### config.mk
export PLATFORM = sky130hd
export DESIGN_NAME = instruction_fetch_unit
export DESIGN_NICKNAME = d
export VERILOG_FILES = /design/src/rtl/lite16_pkg.sv /design/src/rtl/instruction_decoder.sv /design/src/rtl/instruction_fetch_unit.sv
export SDC_FILE = /design/constraint.sdc
export NUM_CORES = 1
export LEC_CHECK = 0
export CAP_MARGIN = 40
export CELL_PAD_IN_SITES_DETAIL_PLACEMENT = 0
export CELL_PAD_IN_SITES_GLOBAL_PLACEMENT = 1
export CORE_MARGIN = 2
export CORE_UTILIZATION = 48
export DETAILED_ROUTE_END_ITERATION = 6
export DONT_BUFFER_PORTS = 1
export HOLD_SLACK_MARGIN = 0.05
export PLACE_DENSITY_LB_ADDON = 0.05
export SLEW_MARGIN = 20
export SYNTH_ARGS = -nofsm -noshare
export SYNTH_HDL_FRONTEND = slang
export SYNTH_SLANG_ARGS = --single-unit
### constraint.sdc
create_clock -name clk -period 4.05 [get_ports clk]
set_input_delay 0.81 -clock clk [delete_from_list [all_inputs] [get_ports clk]]
set_output_delay 0.81 -clock clk [all_outputs]
set_load 0.02 [all_outputs]
### src/rtl/lite16_pkg.sv
// Shared LITE-16 definitions: opcode constants, instruction field positions
// and the fetch-stage state encoding.
package lite16_pkg;

    localparam logic [3:0] OP_HALT = 4'hF;
    localparam logic [3:0] OP_JMP  = 4'hC;
    localparam logic [3:0] OP_JAL  = 4'hD;

    // Top two opcode bits select the instruction class.
    localparam logic [3:0] OP_CLASS_MASK  = 4'hC;
    localparam logic [3:0] OP_CLASS_ALU_R = 4'h0;
    localparam logic [3:0] OP_CLASS_ALU_I = 4'h4;
    localparam logic [3:0] OP_CLASS_MEM   = 4'h8;
    localparam logic [3:0] OP_CLASS_CTRL  = 4'hC;

    localparam int FIELD_W  = 4;
    localparam int OP_LSB   = 0;
    localparam int F4_LSB   = 4;
    localparam int F8_LSB   = 8;
    localparam int F12_LSB  = 12;

    typedef enum logic [1:0] {
        FS_REQ           = 2'd0,
        FS_ISSUE         = 2'd1,
        FS_WAIT_REDIRECT = 2'd2,
        FS_HALTED        = 2'd3
    } fetch_state_t;

endpackage

### src/rtl/instruction_decoder.sv
// Combinational LITE-16 decode: nibble fields plus the ri/st/jmp/fn control
// flags consumed by register fetch, and HALT detection.
module instruction_decoder
    import lite16_pkg::*;
(
    input  logic [15:0] i_instr,
    output logic [3:0]  o_i4_7,
    output logic [3:0]  o_i8_11,
    output logic [3:0]  o_i12_15,
    output logic        o_ri,
    output logic        o_st,
    output logic        o_jmp,
    output logic        o_fn,
    output logic        o_is_halt
);

    logic [3:0] w_op;
    logic [3:0] w_class;

    assign w_op    = i_instr[OP_LSB +: FIELD_W];
    assign w_class = w_op & OP_CLASS_MASK;

    assign o_i4_7   = i_instr[F4_LSB  +: FIELD_W];
    assign o_i8_11  = i_instr[F8_LSB  +: FIELD_W];
    assign o_i12_15 = i_instr[F12_LSB +: FIELD_W];

    // Reserved 1110 and HALT fall through with every flag clear.
    assign o_ri      = (w_class == OP_CLASS_ALU_I);
    assign o_st      = (w_class == OP_CLASS_MEM) && w_op[0];
    assign o_jmp     = (w_op == OP_JMP) || (w_op == OP_JAL);
    assign o_fn      = (w_op == OP_JAL);
    assign o_is_halt = (w_op == OP_HALT);

endmodule

### src/rtl/instruction_fetch_unit.sv
// LITE-16 fetch stage: owns the PC, fetches over a single-outstanding req/ack
// port, presents decoded instructions via valid/ready, stalls on jumps.
module instruction_fetch_unit
    import lite16_pkg::*;
#(
    parameter logic [15:0] RESET_PC = 16'h0000
) (
    input  logic        clk,
    input  logic        rst,
    output logic        imem_req,
    output logic [15:0] imem_addr,
    input  logic        imem_ack,
    input  logic [15:0] imem_rdata,
    output logic        out_valid,
    input  logic        out_ready,
    output logic [3:0]  i4_7,
    output logic [3:0]  i8_11,
    output logic [3:0]  i12_15,
    output logic        ri,
    output logic        st,
    output logic        jmp,
    output logic        fn,
    output logic [15:0] pc_out,
    input  logic        redirect_valid,
    input  logic [15:0] redirect_pc,
    output logic        halted
);

    fetch_state_t r_state;
    logic [15:0]  r_pc;
    logic [15:0]  r_pc_out;
    logic         r_req;
    logic         r_valid;
    logic         r_halted;
    logic [3:0]   r_i4_7, r_i8_11, r_i12_15;
    logic         r_ri, r_st, r_jmp, r_fn;

    logic [3:0]   w_i4_7, w_i8_11, w_i12_15;
    logic         w_ri, w_st, w_jmp, w_fn, w_is_halt;

    instruction_decoder u_decoder (
        .i_instr   (imem_rdata),
        .o_i4_7    (w_i4_7),
        .o_i8_11   (w_i8_11),
        .o_i12_15  (w_i12_15),
        .o_ri      (w_ri),
        .o_st      (w_st),
        .o_jmp     (w_jmp),
        .o_fn      (w_fn),
        .o_is_halt (w_is_halt)
    );

    always_ff @(posedge clk) begin
        if (rst) begin
            r_state  <= FS_REQ;
            r_pc     <= RESET_PC;
            r_pc_out <= 16'h0000;
            r_req    <= 1'b0;
            r_valid  <= 1'b0;
            r_halted <= 1'b0;
            r_i4_7   <= 4'h0;
            r_i8_11  <= 4'h0;
            r_i12_15 <= 4'h0;
            r_ri     <= 1'b0;
            r_st     <= 1'b0;
            r_jmp    <= 1'b0;
            r_fn     <= 1'b0;
        end else begin
            case (r_state)
                FS_REQ: begin
                    // Request rises the cycle after entry; the word is decoded as it lands.
                    if (r_req && imem_ack) begin
                        r_req    <= 1'b0;
                        r_pc     <= r_pc + 16'd1;
                        r_pc_out <= r_pc;
                        if (w_is_halt) begin
                            r_state  <= FS_HALTED;
                            r_halted <= 1'b1;
                        end else begin
                            r_state  <= FS_ISSUE;
                            r_valid  <= 1'b1;
                            r_i4_7   <= w_i4_7;
                            r_i8_11  <= w_i8_11;
                            r_i12_15 <= w_i12_15;
                            r_ri     <= w_ri;
                            r_st     <= w_st;
                            r_jmp    <= w_jmp;
                            r_fn     <= w_fn;
                        end
                    end else begin
                        r_req <= 1'b1;
                    end
                end
                FS_ISSUE: begin
                    if (out_ready) begin
                        r_valid <= 1'b0;
                        r_state <= r_jmp ? FS_WAIT_REDIRECT : FS_REQ;
                    end
                end
                FS_WAIT_REDIRECT: begin
                    if (redirect_valid) begin
                        r_pc    <= redirect_pc;
                        r_state <= FS_REQ;
                    end
                end
                FS_HALTED: begin
                    r_state <= FS_HALTED;
                end
                default: begin
                    r_state <= FS_REQ;
                end
            endcase
        end
    end

    assign imem_req  = r_req;
    assign imem_addr = r_pc;
    assign out_valid = r_valid;
    assign i4_7      = r_i4_7;
    assign i8_11     = r_i8_11;
    assign i12_15    = r_i12_15;
    assign ri        = r_ri;
    assign st        = r_st;
    assign jmp       = r_jmp;
    assign fn        = r_fn;
    assign pc_out    = r_pc_out;
    assign halted    = r_halted;

endmodule

==> metrics.md <==
| Metric | Value |
|---|---|
| Die W | `about 77 µm` |
| CTS buffer count | `5` |
| Seq/Total Area, Yosys | `0.414` |
| Post-route DRC | `0` |
| Post-synth cell types | `45` |
| Final setup fails | `0` |
| Syn_area_per_cell | `7.88 µm²` |
| Nets | `355` |
| Hold Path Cell Cnt | `2` |
| Initial core utilization | `0.498` |
| Min cycle time layout | `2.40 ns` |
| CTS root buf | `clkbuf_8` |
| Cell count after synthesis | `325` |
| Final Hold Vio Count | `0` |
| Setup tns final | `0 ns` |
| N_diodes | `0` |
| CTS tree | `yes` |
| Via count | `2224` |
| Reg-to-reg startpoint | `r_state[0]` |
| Compound-Gate Fraction of Synth Area | `0.188` |
| Slew at the pin closest to its max-slew limit | `0.738 ns` |
| Drt total wl | `around 6400 µm` |
| Register Area | `1060 µm²` |
| Max Root-Sink Buffers | `2` |
| Yosys warns | `0` |
| WHS | `around 0.55 ns` |
| Period utilization | `0.593` |
| Worst reg-to-reg setup slack | `1.65 ns` |
| Gpl congestion | `around 0.8` |
| Synth Register Bits | `between 50 and 60` |
| WP data required | `4.23 ns` |
| First-pass GRT wire length | `10400 µm` |
| Die area | `5940 µm²` |
| Final HPWL DP | `approximately 4500 µm` |
| Worst-Skew Late Latency | `0.30 ns` |
| VDD IR max | `0.455 mV` |
| ANT nets after route | `0` |
| Leak | `0.881 nW` |
| Die height | `just under 80 µm` |
| Layout cells sized above 1 | `0.0639` |
| # rows | `26` |
| Slew HR | `0.506` |
| Hold buffers post-CTS | `0` |
| Fmax | `416 MHz` |
| Area occupied by multi-input gates | `1370 µm²` |
| Crit Path Class | `flip-flop to flip-flop` |
| Min-delay worst type | `flip-flop to flip-flop` |
| Core Region | `5140 µm²` |
| Path depth of the worst reg2reg path | `7` |
| Area Overhead vs Synth | `4.93%` |
| Ports | `88` |
| Final Max Tran Viols | `0` |
| Post-CTS setup buffer count | `0` |
| CTS sink cnt | `53` |
| Worst-path clk slew | `0.09 ns` |
| Total power | `0.00169 W` |
| 1st-pass router iterations | `5` |
| Port Buffers | `0` |
| Synthesized area | `2560 µm²` |
| Via count of the first global-routing pass | `2027` |
| CP endpoint kind | `flip-flop` |
| Hold wc startpoint | `r_state[0]` |
| Reg2reg end | `imem_addr[9]` |
| Fill cell count | `525` |
| Max_cap viols | `0` |
| Worst clock skew | `0.00481 ns` |
| Vias/cell | `roughly 5.8` |
| Largest net degree at the start of global routing | `57` |
| Crit start category | `flip-flop` |
| Post-CTS resize count | `0` |
| Worst EP arrival | `approximately 2.6 ns` |
| WL/cell | `about 17 µm` |
| GRT Util Overall | `0.217` |
| Outcome | `complete, no violations` |
| Mux contribution to synthesized area | `0.0352` |
| Post-Synth Adder-Cell Area | `0.0293` |
| Grt total ovfl | `0` |
| RSZ-0062 raised after global routing | `no` |
| H-tree depth | `2` |
| Iteration-0 DRC count of the detailed router | `135` |
| Net count after synthesis | `368` |
| Initial antenna violation count | `0` |
| Xor/xnor share of the synthesized area | `0` |
| Main combinational cell family by area after synthesis | `simple AND/OR/NAND/NOR gates` |
| Simple logic cell fraction of the synthesized area | `0.283` |
| Crit Path Max Fanout | `17` |
| Cell Pwr Density | `629 nW/µm²` |
| WHS Endpoint | `r_state[0]` |
-- through the flow --
step                 util  area (µm²)  cells  setup WS, ns
finish              0.523        2690    383          1.65
global route        0.523        2690    383          1.45
detailed placement  0.501        2580    375          1.67
floorplan               -        2560    325          2.09
CTS                 0.523        2690    383          1.66
global placement    0.499        2560    374          1.72
-- layer usage --
| layer | global-route usage | share of wire | wire, µm |
|---|---|---|---|
| met1 | 0.310 | 0.48 | 3020 |
| met2 | 0.311 | 0.43 | 2720 |
| met3 | 0.0718 | 0.087 | 550 |
| met4 | 0.0643 | 0.0096 | 61 |
| met5 | 0 | 0 | 0 |
-- worst max path at each step --
| stage | end | slack (ns) | start | cells past startpoint |
|---|---|---|---|---|
| 4_1_cts | imem_addr[9] | 1.66 | r_state[0] | 7 |
| 3_3_place_gp | imem_addr[9] | 1.72 | imem_ack | 5 |
| 5_1_grt | imem_addr[9] | 1.45 | r_state[0] | 7 |
| 6_report | imem_addr[9] | 1.65 | r_state[0] | 7 |
| 3_5_place_dp | imem_addr[14] | 1.67 | r_state[0] | 7 |
| 2_1_floorplan | imem_addr[10] | 2.09 | imem_ack | 4 |
-- worst max-delay path, cell delays in order, from the launching register on --
cell	delay, ns
dfxtp_1	0.40
inv_1	0.10
ha_1	0.34
nor2b_1	0.24
a211oi_4	0.60
buf_4	0.31
mux2i_1	0.19
a31oi_1	0.09
-- cell type report --
type,instances,area share
clock buffer,6,0.0270
clock inverter,2,0.0144
inverter,6,0.00838
multi-input combinational,242,0.510
sequential,53,0.395
tap,70,0.0326
timing repair buffer,4,0.0126
-- layout by cell type (no fill, tap or decap), types with 2 or more instances in the layout --
cell	n
nor4_1	4
mux2i_1	9
o41ai_1	2
nand4_1	9
nor3_1	7
and2_1	6
nor2b_1	2
a21oi_1	39
o211ai_1	3
buf_4	3
and3_1	3
nand3_1	13
clkbuf_8	5
or4b_2	3
inv_1	6
a32o_1	3
nand2_1	78
a31oi_1	4
ha_1	6
a211oi_1	5
nor2_1	19
dfxtp_1	53
o21ai_0	8
-- cells in the mapped netlist (all sizes together) --
| master | n | area share |
|---|---|---|
| a211o | 1 | 0.0034 |
| inv | 6 | 0.0088 |
| nor2b | 2 | 0.0049 |
| nor4 | 4 | 0.0098 |
| a32o | 3 | 0.012 |
| or4 | 2 | 0.0073 |
| o41ai | 2 | 0.0068 |
| a31o | 1 | 0.0034 |
| a311oi | 1 | 0.0034 |
| nor2 | 19 | 0.028 |
| o211ai | 3 | 0.0088 |
| o221ai | 2 | 0.0093 |
| a31oi | 4 | 0.0098 |
| nand3 | 13 | 0.025 |
| mux2i | 9 | 0.035 |
| nand2b | 1 | 0.0024 |
| nand4b | 1 | 0.0034 |
| a211oi | 6 | 0.022 |
| or4b | 3 | 0.012 |
| ha | 6 | 0.029 |
| o311ai | 1 | 0.0034 |
| clkbuf | 14 | 0.021 |
| nand2 | 78 | 0.11 |
| and2 | 6 | 0.015 |
| dfxtp | 53 | 0.41 |
| buf | 10 | 0.021 |
| o21ai | 8 | 0.016 |
| a32oi | 1 | 0.0034 |
| nor4b | 1 | 0.0034 |
| nand4 | 10 | 0.030 |
| a221oi | 1 | 0.0034 |
| and4 | 1 | 0.0039 |
| o31ai | 1 | 0.0029 |
| and3 | 3 | 0.0073 |
| nor3b | 1 | 0.0029 |
| a21oi | 39 | 0.076 |
| o31a | 1 | 0.0034 |
| nor3 | 7 | 0.014 |
-- sequential cells by signal, indices dropped and copies added, names as in the netlist --
name and flops:
fn 1, halted 1, i12_15 4, i4_7 4
i8_11 4, imem_addr 16, imem_req 1, jmp 1
out_valid 1, pc_out 16, r_state 2, ri 1
st 1
-- cells by family after synthesis --
group / after synthesis
AO/OA/AOI/OAI: 75
adder cells (fa/ha/maj): 6
buffers and inverters: 30
flip-flops: 53
multiplexers: 9
AND/OR/NAND/NOR: 152
-- report_power, final --
group / switching (W) / internal, W / total, W
sequential: 0.000195 / 0.000597 / 0.000792
clock: 0.000170 / 0.000186 / 0.000356
combinational: 0.000337 / 0.000206 / 0.000543
No activity file was read; power rests on OpenSTA's default activity.
